==> config.mk <==
export PLATFORM = sky130hd
export DESIGN_NAME = ct_clint_apb_bridge
export DESIGN_NICKNAME = d
export VERILOG_FILES = /design/src/rtl/ct_clint_pkg.sv /design/src/rtl/ct_clint_apb_timeout.sv /design/src/rtl/ct_clint_apb_bridge.sv
export SDC_FILE = /design/constraint.sdc
export NUM_CORES = 1
export LEC_CHECK = 0
export ABC_AREA = 1
export BUFFER_PORTS_ARGS = -buffer_cell sky130_fd_sc_hd__buf_4
export CAP_MARGIN = 30
export CORE_ASPECT_RATIO = 1.1
export CORE_MARGIN = 4
export CORE_UTILIZATION = 50
export DETAILED_ROUTE_END_ITERATION = 7
export GPL_TIMING_DRIVEN = 0
export PLACE_DENSITY_LB_ADDON = 0.2
export RECOVER_POWER = 25
export SLEW_MARGIN = 0
export SYNTH_ARGS = -nofsm -noshare
export SYNTH_HDL_FRONTEND = slang
export SYNTH_SLANG_ARGS = --single-unit
==> constraint.sdc <==
create_clock -name clint_clk -period 3.03 [get_ports clint_clk]
set_clock_uncertainty 0.15 [all_clocks]
set_input_delay 0.606 -clock clint_clk [delete_from_list [all_inputs] [get_ports clint_clk]]
set_output_delay 0.606 -clock clint_clk [all_outputs]
set_load 0.01 [all_outputs]
==> src/rtl/ct_clint_pkg.sv <==
// Shared definitions for the CLINT APB bridge: FSM encoding, privilege codes and
// CLINT register offsets.
package ct_clint_pkg;

  typedef enum logic [1:0] {
    StIdle   = 2'b00,
    StSetup  = 2'b01,
    StAccess = 2'b10,
    StResp   = 2'b11
  } apb_state_e;

  localparam logic [1:0] PROT_USER = 2'b00;
  localparam logic [1:0] PROT_SUPV = 2'b01;
  localparam logic [1:0] PROT_MACH = 2'b11;

  localparam logic [15:0] MSIP0     = 16'h0000;
  localparam logic [15:0] MTIMECMP0 = 16'h4000;
  localparam logic [15:0] MTIME     = 16'hBFF8;
  localparam logic [15:0] SSIP0     = 16'hC000;
  localparam logic [15:0] STIMECMP0 = 16'hD000;

  // Only word accesses are legal on the CLINT.
  function automatic logic is_misaligned(input logic [1:0] addr_lsb);
    return addr_lsb != 2'b00;
  endfunction

endpackage

==> src/rtl/ct_clint_apb_timeout.sv <==
// ACCESS-phase watchdog for the CLINT APB bridge. Built only with CLINT_APB_TIMEOUT_EN.
module ct_clint_apb_timeout #(
  parameter int unsigned TO_CYC = 255
) (
  input  logic clint_clk,
  input  logic cpurst_b,
  input  logic arm_i,     // bridge is in SETUP, ACCESS starts next cycle
  input  logic access_i,  // bridge is in ACCESS
  input  logic pready_i,
  output logic expire_o
);

  localparam int unsigned CntW = $clog2(TO_CYC + 1);
  localparam logic [CntW-1:0] CntLast = CntW'(TO_CYC - 1);

  logic [CntW-1:0] cnt_q, cnt_d;

  // Expire on the TO_CYC-th ACCESS cycle that still has no pready.
  assign expire_o = access_i && !pready_i && (cnt_q == CntLast);

  // Clear on ACCESS entry, count stalled ACCESS cycles.
  always_comb begin
    cnt_d = cnt_q;
    if (arm_i) begin
      cnt_d = '0;
    end else if (access_i && !pready_i && !expire_o) begin
      cnt_d = cnt_q + CntW'(1);
    end
  end

  // Counter register.
  always_ff @(posedge clint_clk or negedge cpurst_b) begin
    if (!cpurst_b) begin
      cnt_q <= '0;
    end else begin
      cnt_q <= cnt_d;
    end
  end

endmodule

==> src/rtl/ct_clint_apb_bridge.sv <==
// Single-outstanding request to APB3 master bridge in front of the CLINT.
// Optional ACCESS timeout is enabled by defining CLINT_APB_TIMEOUT_EN.
module ct_clint_apb_bridge
  import ct_clint_pkg::*;
#(
  parameter int unsigned ADDR_W = 32,
  parameter int unsigned TO_CYC = 255
) (
  input  logic              clint_clk,
  input  logic              cpurst_b,
  input  logic              req_vld,
  output logic              req_rdy,
  input  logic [ADDR_W-1:0] req_addr,
  input  logic              req_write,
  input  logic [31:0]       req_wdata,
  input  logic [1:0]        req_prot,
  output logic              rsp_vld,
  input  logic              rsp_rdy,
  output logic [31:0]       rsp_rdata,
  output logic              rsp_err,
  output logic              psel_clint,
  output logic              penable,
  output logic [ADDR_W-1:0] paddr,
  output logic              pwrite,
  output logic [31:0]       pwdata,
  output logic [1:0]        pprot,
  input  logic              pready_clint,
  input  logic              perr_clint,
  input  logic [31:0]       prdata_clint
);

  apb_state_e        state_q, state_d;
  logic              psel_q, psel_d;
  logic              penable_q, penable_d;
  logic [ADDR_W-1:0] paddr_q, paddr_d;
  logic              pwrite_q, pwrite_d;
  logic [31:0]       pwdata_q, pwdata_d;
  logic [1:0]        pprot_q, pprot_d;
  logic [31:0]       rsp_rdata_q, rsp_rdata_d;
  logic              rsp_err_q, rsp_err_d;
  logic              timeout_hit;

`ifdef CLINT_APB_TIMEOUT_EN
  ct_clint_apb_timeout #(
    .TO_CYC (TO_CYC)
  ) u_timeout (
    .clint_clk (clint_clk),
    .cpurst_b  (cpurst_b),
    .arm_i     (state_q == StSetup),
    .access_i  (state_q == StAccess),
    .pready_i  (pready_clint),
    .expire_o  (timeout_hit)
  );
`else
  logic [31:0] unused_to_cyc;
  assign unused_to_cyc = TO_CYC;
  assign timeout_hit   = 1'b0;
`endif

  assign req_rdy    = (state_q == StIdle);
  assign rsp_vld    = (state_q == StResp);
  assign rsp_rdata  = rsp_rdata_q;
  assign rsp_err    = rsp_err_q;
  assign psel_clint = psel_q;
  assign penable    = penable_q;
  assign paddr      = paddr_q;
  assign pwrite     = pwrite_q;
  assign pwdata     = pwdata_q;
  assign pprot      = pprot_q;

  // Next-state and registered APB/response outputs.
  always_comb begin
    state_d     = state_q;
    psel_d      = psel_q;
    penable_d   = penable_q;
    paddr_d     = paddr_q;
    pwrite_d    = pwrite_q;
    pwdata_d    = pwdata_q;
    pprot_d     = pprot_q;
    rsp_rdata_d = rsp_rdata_q;
    rsp_err_d   = rsp_err_q;
    unique case (state_q)
      StIdle: begin
        if (req_vld) begin
          paddr_d  = req_addr;
          pwrite_d = req_write;
          pwdata_d = req_wdata;
          pprot_d  = req_prot;
          if (is_misaligned(req_addr[1:0])) begin
            // Screened locally: answer with an error, never touch APB.
            rsp_err_d   = 1'b1;
            rsp_rdata_d = '0;
            state_d     = StResp;
          end else begin
            psel_d  = 1'b1;
            state_d = StSetup;
          end
        end
      end
      StSetup: begin
        penable_d = 1'b1;
        state_d   = StAccess;
      end
      StAccess: begin
        if (pready_clint) begin
          psel_d      = 1'b0;
          penable_d   = 1'b0;
          rsp_err_d   = perr_clint;
          // Slave read data is not trusted on writes or errors.
          rsp_rdata_d = (pwrite_q || perr_clint) ? 32'h0 : prdata_clint;
          state_d     = StResp;
        end else if (timeout_hit) begin
          psel_d      = 1'b0;
          penable_d   = 1'b0;
          rsp_err_d   = 1'b1;
          rsp_rdata_d = '0;
          state_d     = StResp;
        end
      end
      StResp: begin
        if (rsp_rdy) begin
          state_d = StIdle;
        end
      end
      default: state_d = StIdle;
    endcase
  end

  // State and output registers.
  always_ff @(posedge clint_clk or negedge cpurst_b) begin
    if (!cpurst_b) begin
      state_q     <= StIdle;
      psel_q      <= 1'b0;
      penable_q   <= 1'b0;
      paddr_q     <= '0;
      pwrite_q    <= 1'b0;
      pwdata_q    <= '0;
      pprot_q     <= '0;
      rsp_rdata_q <= '0;
      rsp_err_q   <= 1'b0;
    end else begin
      state_q     <= state_d;
      psel_q      <= psel_d;
      penable_q   <= penable_d;
      paddr_q     <= paddr_d;
      pwrite_q    <= pwrite_d;
      pwdata_q    <= pwdata_d;
      pprot_q     <= pprot_d;
      rsp_rdata_q <= rsp_rdata_d;
      rsp_err_q   <= rsp_err_d;
    end
  end

endmodule

* After elaboration in Yosys (flattened, before gate mapping)
Index checks and enable logic that the tools add are counted.
Widths: inputs -> output; s select.
** Cells by class
- Equal/unequal tests :: 8
- Add/subtract/negate cells :: 0
- Muxes and demuxes :: 19
- Multiply operators :: 0
- Div/mod/pow operators :: 0
- Bitwise operators :: 0
- Magnitude comparators :: 0
- Reductions and logical operators :: 10
- Shift-type cells :: 0
** Operator list (count)
- $mux 32 :: 4
- $pmux 32 s2 :: 1
- $mux 2 :: 4
- $pmux 2 s4 :: 1
- $reduce_and 4->1 :: 2
- $mux 1 :: 6
- $ne 2x2->1 const B :: 3
- $pmux 1 s2 :: 3
- $reduce_bool 2->1 :: 3
- $eq 2x2->1 const B :: 2
- $ne 2x1->1 const B :: 2
- $reduce_and 2->1 :: 2
- $reduce_and 3->1 :: 1
- $eq 2x1->1 const B :: 1
- $logic_not 2->1 :: 1
- $logic_or 1x1->1 :: 1
** Word-level totals
- Memories kept :: 0
- Logic and storage cells :: 46
- Bits of input ports :: 105
- Bits in registers :: 104
- Latch bits :: 0
- Bits in writable memories :: 0
- Output and inout bits :: 104
- ROM bits :: 0

* Logic depth before layout (Yosys ltp)
Gate-level depths: netlist of the first run.
- Word-level depth :: 4
- Depth in mapped cells :: 9
- Gate-level depth less buffers :: 8

* Worst setup path after synthesis of the first run
No wires, ideal clock.
- Path kind :: register -> register
- Start point :: reg state_q[0]
- End point :: reg paddr_q[0] (netlist: paddr[0])
- Cell stages (with the launch flop) :: 7
- Setup time :: 125 ps
- Data required time :: 2755 ps
- Slack :: 1325 ps
- Clock period less this slack :: 1705 ps
- Buffers on the path :: 2
- Arrival time :: 1430 ps
- Cells stage by stage :: dfrtp_1 > inv_1 > ha_1 > nand2_1 > buf_4 > buf_6 > mux2_4
** Between the ends
- Cells in the longest elaborated chain, start to end :: 2
** RTL lines
- start, declared :: RTL line ct_clint_apb_bridge.sv:32 : apb_state_e state_q, state_d;
- start signal, assigned :: RTL line ct_clint_apb_bridge.sv:132 : state_q <= StIdle;
- start signal, assigned :: RTL line ct_clint_apb_bridge.sv:142 : state_q <= state_d;
- $logic_not 2->1 :: RTL line ct_clint_apb_bridge.sv:82 : unique case (state_q)
- $reduce_and 2->1 (no line)
- end signal, assigned :: RTL line ct_clint_apb_bridge.sv:145 : paddr_q <= paddr_d;
- end, declared :: RTL line ct_clint_apb_bridge.sv:35 : logic [ADDR_W-1:0] paddr_q, paddr_d;
No other way between the ends.
A chain may end at the register's enable or synchronous reset.

* Worst setup path in the final report of the first run
- Start point :: reg state_q[0]
- End point :: out req_rdy
** Between the ends
- Cells in the longest elaborated chain, start to end :: 1
** RTL lines
- $logic_not 2->1 :: RTL line ct_clint_apb_bridge.sv:60 : assign req_rdy = (state_q == StIdle);
- end, declared :: RTL line ct_clint_apb_bridge.sv:12 : output logic req_rdy,
No other way between the ends.

==> results of run 1 <==
## per-stage QoR
stage,total power [mW],utilization,hold slack [ns],std cells,setup slack (ns)
finish,6.530,0.7508,0.3133,733,0.9405
floorplan,4.108,-,0.1604,397,1.325
detailed placement,5.692,0.7262,0.3099,717,1.041
global route,6.977,0.7508,0.2936,733,0.8225
CTS,6.606,0.7511,0.1302,733,0.9160
global placement,5.560,0.7229,0.3064,716,1.080
## cells in the mapped netlist
library cell / n / share of area
nand3b_1: 1 / 0.0017
inv_2: 1 / 0.00084
mux2_2: 37 / 0.093
o21ai_1: 1 / 0.0011
nor2_1: 36 / 0.030
mux2_4: 30 / 0.10
o21ai_0: 3 / 0.0034
nand2_1: 82 / 0.069
nand4_1: 1 / 0.0014
inv_1: 40 / 0.034
buf_6: 3 / 0.0076
buf_2: 7 / 0.0078
buf_4: 4 / 0.0067
nand3_1: 34 / 0.038
clkbuf_1: 5 / 0.0042
dfrtp_1: 104 / 0.58
ha_1: 6 / 0.017
a21oi_1: 2 / 0.0022
## path summary, 6_finish.rpt
path                       cells after the start  slack [ns]            end     startpoint
setup / recovery                               3        0.94        req_rdy     state_q[0]
hold / removal                                 2        0.31      pwdata[4]   req_wdata[4]
setup reg to reg                               6        1.06       paddr[1]     state_q[1]
hold reg to reg                                2        0.33  rsp_rdata[15]  rsp_rdata[15]
max in group asynchronous                      2        1.50       paddr[7]       cpurst_b
min in group asynchronous                      1        0.36   rsp_rdata[6]       cpurst_b
## cell families after synthesis
kind of cell               after synthesis  share of synthesized area
AOI/OAI and AO/OA                        6                   0.006711
DFF                                    104                     0.5818
adders and majority gates                6                    0.01678
and+or+nand+nor                        154                     0.1401
buffers and inverters                   60                    0.06070
muxes                                   67                     0.1938
## where the power goes
group          switching, mW  internal [mW]
Clock                  0.489          0.418
Combinational           1.48           1.72
Sequential             0.383           2.05
## worst reg2reg max path, delay by kind of cell, from the launching register on
family | cells | cell delay, ns
buf+inv | 3 | 0.54
fa+ha+maj | 1 | 0.24
simple gates | 1 | 0.16
mux | 1 | 0.31
flops | 1 | 0.44
## metal layers
layer / track usage / wire [um]
met4: 0.07220 / 219
met1: 0.2526 / 4243
met5: 0 / 0
met2: 0.3818 / 5900
met3: 0.07547 / 1015
## sequential cells by signal, summed over array words and instances, names as in the netlist
name,flops
rsp_rdata,32
penable,1
psel_clint,1
pwdata,32
pprot,2
pwrite,1
paddr,32
state_q,2
rsp_err,1
## final cells by class
| type | count | area [sq um] | area share |
|---|---|---|---|
| Clock inverter | 6 | 75.07 | 0.01171 |
| Buffer | 19 | 117.6 | 0.01835 |
| Clock buffer | 10 | 137.6 | 0.02147 |
| Timing Repair Buffer | 209 | 1587 | 0.2475 |
| Inverter | 41 | 153.9 | 0.02400 |
| Tap cell | 111 | 138.9 | 0.02166 |
| Multi-Input combinational cell | 233 | 1599 | 0.2494 |
| Sequential cell | 104 | 2603 | 0.4059 |
==> impl_metrics.env, run 1 <==
export IMPL_fmax_mhz=478.6
export IMPL_hp_class="input pin to register"
export IMPL_critical_path_max_stage_delay_ns=0.43
export IMPL_ios=209
export IMPL_path_clk_slew_ns=0.11
export IMPL_status="complete, no violations"
export IMPL_slowest_stage="dfrtp_1"
export IMPL_cp_cell_sequence="inv_1 -> ha_1 -> buf_4"
export IMPL_seq_area_frac_synth=0.5818
export IMPL_area_growth_pct=43.33
export IMPL_clk_latency_ns=0.36
export IMPL_place_area_sq_um=6201
export IMPL_drive_above_1_share=0.4936
export IMPL_layout_common_cells="buf_4, dfrtp_1, nand2_1, inv_1, mux2_2"
export IMPL_netlist_instances=397
export IMPL_setup_viol=0
export IMPL_powerDensity_nw_per_um2=1019
export IMPL_grt_first_pass_wirelength_mm=18.49
export IMPL_leakage_nw=3.590
export IMPL_final_common_cell="buf_4"
export IMPL_diodes=0
export IMPL_detail_route_antenna_nets=0
export IMPL_start_util=0.5238
export IMPL_hold_buffers=0
export IMPL_grt_pass1_vias=3689
export IMPL_critPathTopFamily="flip-flops"
export IMPL_min_period_over_period=0.6896
export IMPL_slew_viol_final=0
export IMPL_startpoint_type="register"
export IMPL_yosysWarnings=0
export IMPL_relSlewSlack=0.1299
export IMPL_syn_avg_cell_area_sq_um=11.27
export IMPL_coreArea_sq_um=8539
export IMPL_die_area_sq_um=10520
export IMPL_drt_wirelength_per_cell_um=15.52
export IMPL_grt_max_degree=55
export IMPL_nFillCells=588
export IMPL_nNetsFinal=728
export IMPL_root_buffer="clkbuf_8"
export IMPL_cts_setup_buffers=0
export IMPL_hpwl_mm=8.937
export IMPL_postCtsResizedCells=0
export IMPL_end_kind="output port"
export IMPL_critPathKind="register to output port"
export IMPL_cts_num_sinks=104
export IMPL_rsz0062_at_grt="false"
export IMPL_crit_fanout=5
export IMPL_die_x_um=98.18
export IMPL_finalHoldViolations=0
export IMPL_critical_path_arrival_ns=1.33
export IMPL_netlist_area_sq_um=4473
export IMPL_cts_buffers=9
export IMPL_drt_first_pass_iters=4
export IMPL_cts_tree="built"
export IMPL_ir_drop_mv=0.6083
export IMPL_synth_cell_types=18
export IMPL_dieHeight_um=107.2
export IMPL_final_setup_tns_ns=0
export IMPL_finalInstanceArea_sq_um=6411
export IMPL_period_needed_ns=2.089
export IMPL_overflow=0
export IMPL_ys_seq_elements=104
export IMPL_crit_buf_inv=2
export IMPL_viasPerCell=4.838
export IMPL_drcViolationCount=0
export IMPL_rows=35
export IMPL_groute_usage_overall=0.2189
export IMPL_cts_buffer_depth=2
export IMPL_gp_congestion=0.7852
export IMPL_critPathRequiredTime_ns=2.27
export IMPL_numPortBuffers=208
export IMPL_tightest_slew_ns=1.305
export IMPL_vias=3546
export IMPL_drt_iter0_markers=146
export IMPL_maxCapViolations=0
export IMPL_htree_levels=3
export IMPL_wl_mm=11.38
export IMPL_syn_nets=508
export IMPL_antenna_found_initial=0
(Power assumes the default switching activity.)
==> run 2, diff against run 1 <==
- CORE_UTILIZATION: 50 -> 47
- clock period: 3.03 -> 2 ns (I/O delays scaled with it)
==> impl_metrics.env, run 2 (synthesized netlist as in run 1, its figures left out) <==
export IMPL_status="complete, no violations"
export IMPL_place_area_sq_um=6208
export IMPL_layout_common_cells="buf_4, dfrtp_1, nand2_1, inv_1, mux2_2"
export IMPL_die_x_um=101.0
export IMPL_hp_class="input pin to register"
export IMPL_cts_tree="built"
export IMPL_drt_iter0_markers=125
export IMPL_regArea_sq_um=2603
export IMPL_crit_fanout=5
export IMPL_overflow=0
export IMPL_utilization=0.6788
export IMPL_clk_latency_ns=0.36
export IMPL_critical_path_max_stage_delay_ns=0.42
export IMPL_switchingPower_mw=3.518
export IMPL_startpoint_type="register"
export IMPL_coreArea_sq_um=9305
export IMPL_min_period_over_period=0.9512
export IMPL_leakage_nw=3.492
export IMPL_instances_no_fill=740
export IMPL_dp_cells=723
export IMPL_ios=209
export IMPL_relSlewSlack=0.5280
export IMPL_cp_cell_sequence="inv_1 -> ha_1 -> buf_4"
export IMPL_end_kind="output port"
export IMPL_htree_levels=3
export IMPL_setup_viol=0
export IMPL_slew_viol_final=0
export IMPL_rsz0062_at_grt="false"
export IMPL_cts_num_sinks=104
export IMPL_vias=3585
export IMPL_gp_congestion=0.7782
export IMPL_root_buffer="clkbuf_8"
export IMPL_grt_first_pass_wirelength_mm=17.48
export IMPL_fmax_mhz=525.7
export IMPL_multi_input_area_sq_um=1604
export IMPL_critPathTopFamily="flip-flops"
export IMPL_antenna_found_initial=0
export IMPL_totalPowerFinal_mw=9.539
export IMPL_area_growth_pct=41.20
export IMPL_detail_route_antenna_nets=0
export IMPL_finalInstanceArea_sq_um=6316
export IMPL_viasPerCell=4.845
export IMPL_slowest_stage="dfrtp_1"
export IMPL_powerDensity_nw_per_um2=1510
export IMPL_die_area_sq_um=11140
export IMPL_path_clk_slew_ns=0.10
export IMPL_final_common_cell="buf_4"
export IMPL_nNetsFinal=729
export IMPL_groute_usage_overall=0.2015
export IMPL_wl_mm=11.34
export IMPL_grt_max_degree=54
export IMPL_p_int_mw=6.020
export IMPL_drt_first_pass_iters=5
export IMPL_critical_path_arrival_ns=1.35
export IMPL_critPathKind="register to output port"
export IMPL_rows=37
export IMPL_maxCapViolations=0
export IMPL_drive_above_1_share=0.4623
export IMPL_p_comb_frac=0.488
export IMPL_diodes=0
export IMPL_critPathRequiredTime_ns=1.45
export IMPL_dieHeight_um=110.3
export IMPL_cts_buffers=9
export IMPL_grt_pass1_vias=3722
export IMPL_final_setup_tns_ns=0
export IMPL_period_needed_ns=1.902
export IMPL_ir_drop_mv=0.8832
export IMPL_nFillCells=743
export IMPL_clockPowerShare=0.126
export IMPL_drcViolationCount=0
export IMPL_drt_wirelength_per_cell_um=15.33
export IMPL_swShare=0.3688
export IMPL_cts_buffer_depth=2
export IMPL_hpwl_mm=8.900
export IMPL_crit_buf_inv=2
export IMPL_tightest_slew_ns=0.7080
export IMPL_numPortBuffers=208
export IMPL_finalHoldViolations=0
export IMPL_power_frac_seq=0.385
export IMPL_start_util=0.4807
run 2: repair_timing:
| item | 4_1_cts | 5_1_grt |
|---|---|---|
| setup endpoints to repair | 0 | 60 |
| hold buffers | 1 | 0 |
| hold endpoints to repair | 51 | 0 |
| setup buffers | 0 | 0 |
| resized for setup | 0 | 13 |
run 2: cell type report:
type                    instances  share of cell area
repair buffers                210              0.2377
inverters                      41             0.02437
plain buffers                  19             0.02021
clock buffers                  10             0.02179
clock inverters                 6            0.006735
multi-input cells             233              0.2540
well taps                     117             0.02318
flip-flops and latches        104              0.4120
run 2: per-layer routing:
| layer | vias to the layer above | global-route usage | wire length [um] |
|---|---|---|---|
| met2 | 148 | 0.3518 | 5833 |
| li1 | 1695 | - | - |
| met4 | 0 | 0.08262 | 211 |
| met3 | 17 | 0.06356 | 1065 |
| met1 | 1725 | 0.2291 | 4233 |
| met5 | - | 0 | 0 |
run 2: through the flow:
stage,hold WS [ns],worst slack [ns]
finish,0.09994,0.09765
global route,0.08198,0.002872
CTS,0.08240,0.03686
detailed placement,0.3113,0.05426
global placement,0.3061,0.05505
floorplan,-0.04559,0.2953
run 2: final timing paths:
check / to / from / slack (ns) / depth (start not counted)
min in group asynchronous: rsp_rdata[8] / cpurst_b / 0.46 / 2
max: req_rdy / state_q[0] / 0.1 / 3
max reg2reg: paddr[1] / state_q[0] / 0.17 / 6
min: pwdata[21] / req_wdata[21] / 0.1 / 2
min reg2reg: rsp_rdata[20] / rsp_rdata[20] / 0.33 / 2
max in group asynchronous: paddr[9] / cpurst_b / 0.54 / 3
run 2: power groups by stage:
stage / logic (mW) / clock network [mW] / registers (mW)
2_1_floorplan: 2.12 / 0 / 4.10
3_3_place_gp: 4.76 / 0 / 3.66
3_5_place_dp: 4.89 / 0 / 3.71
4_1_cts: 4.90 / 1.26 / 3.69
5_1_grt: 5.08 / 1.34 / 3.81
6_report: 4.66 / 1.21 / 3.68
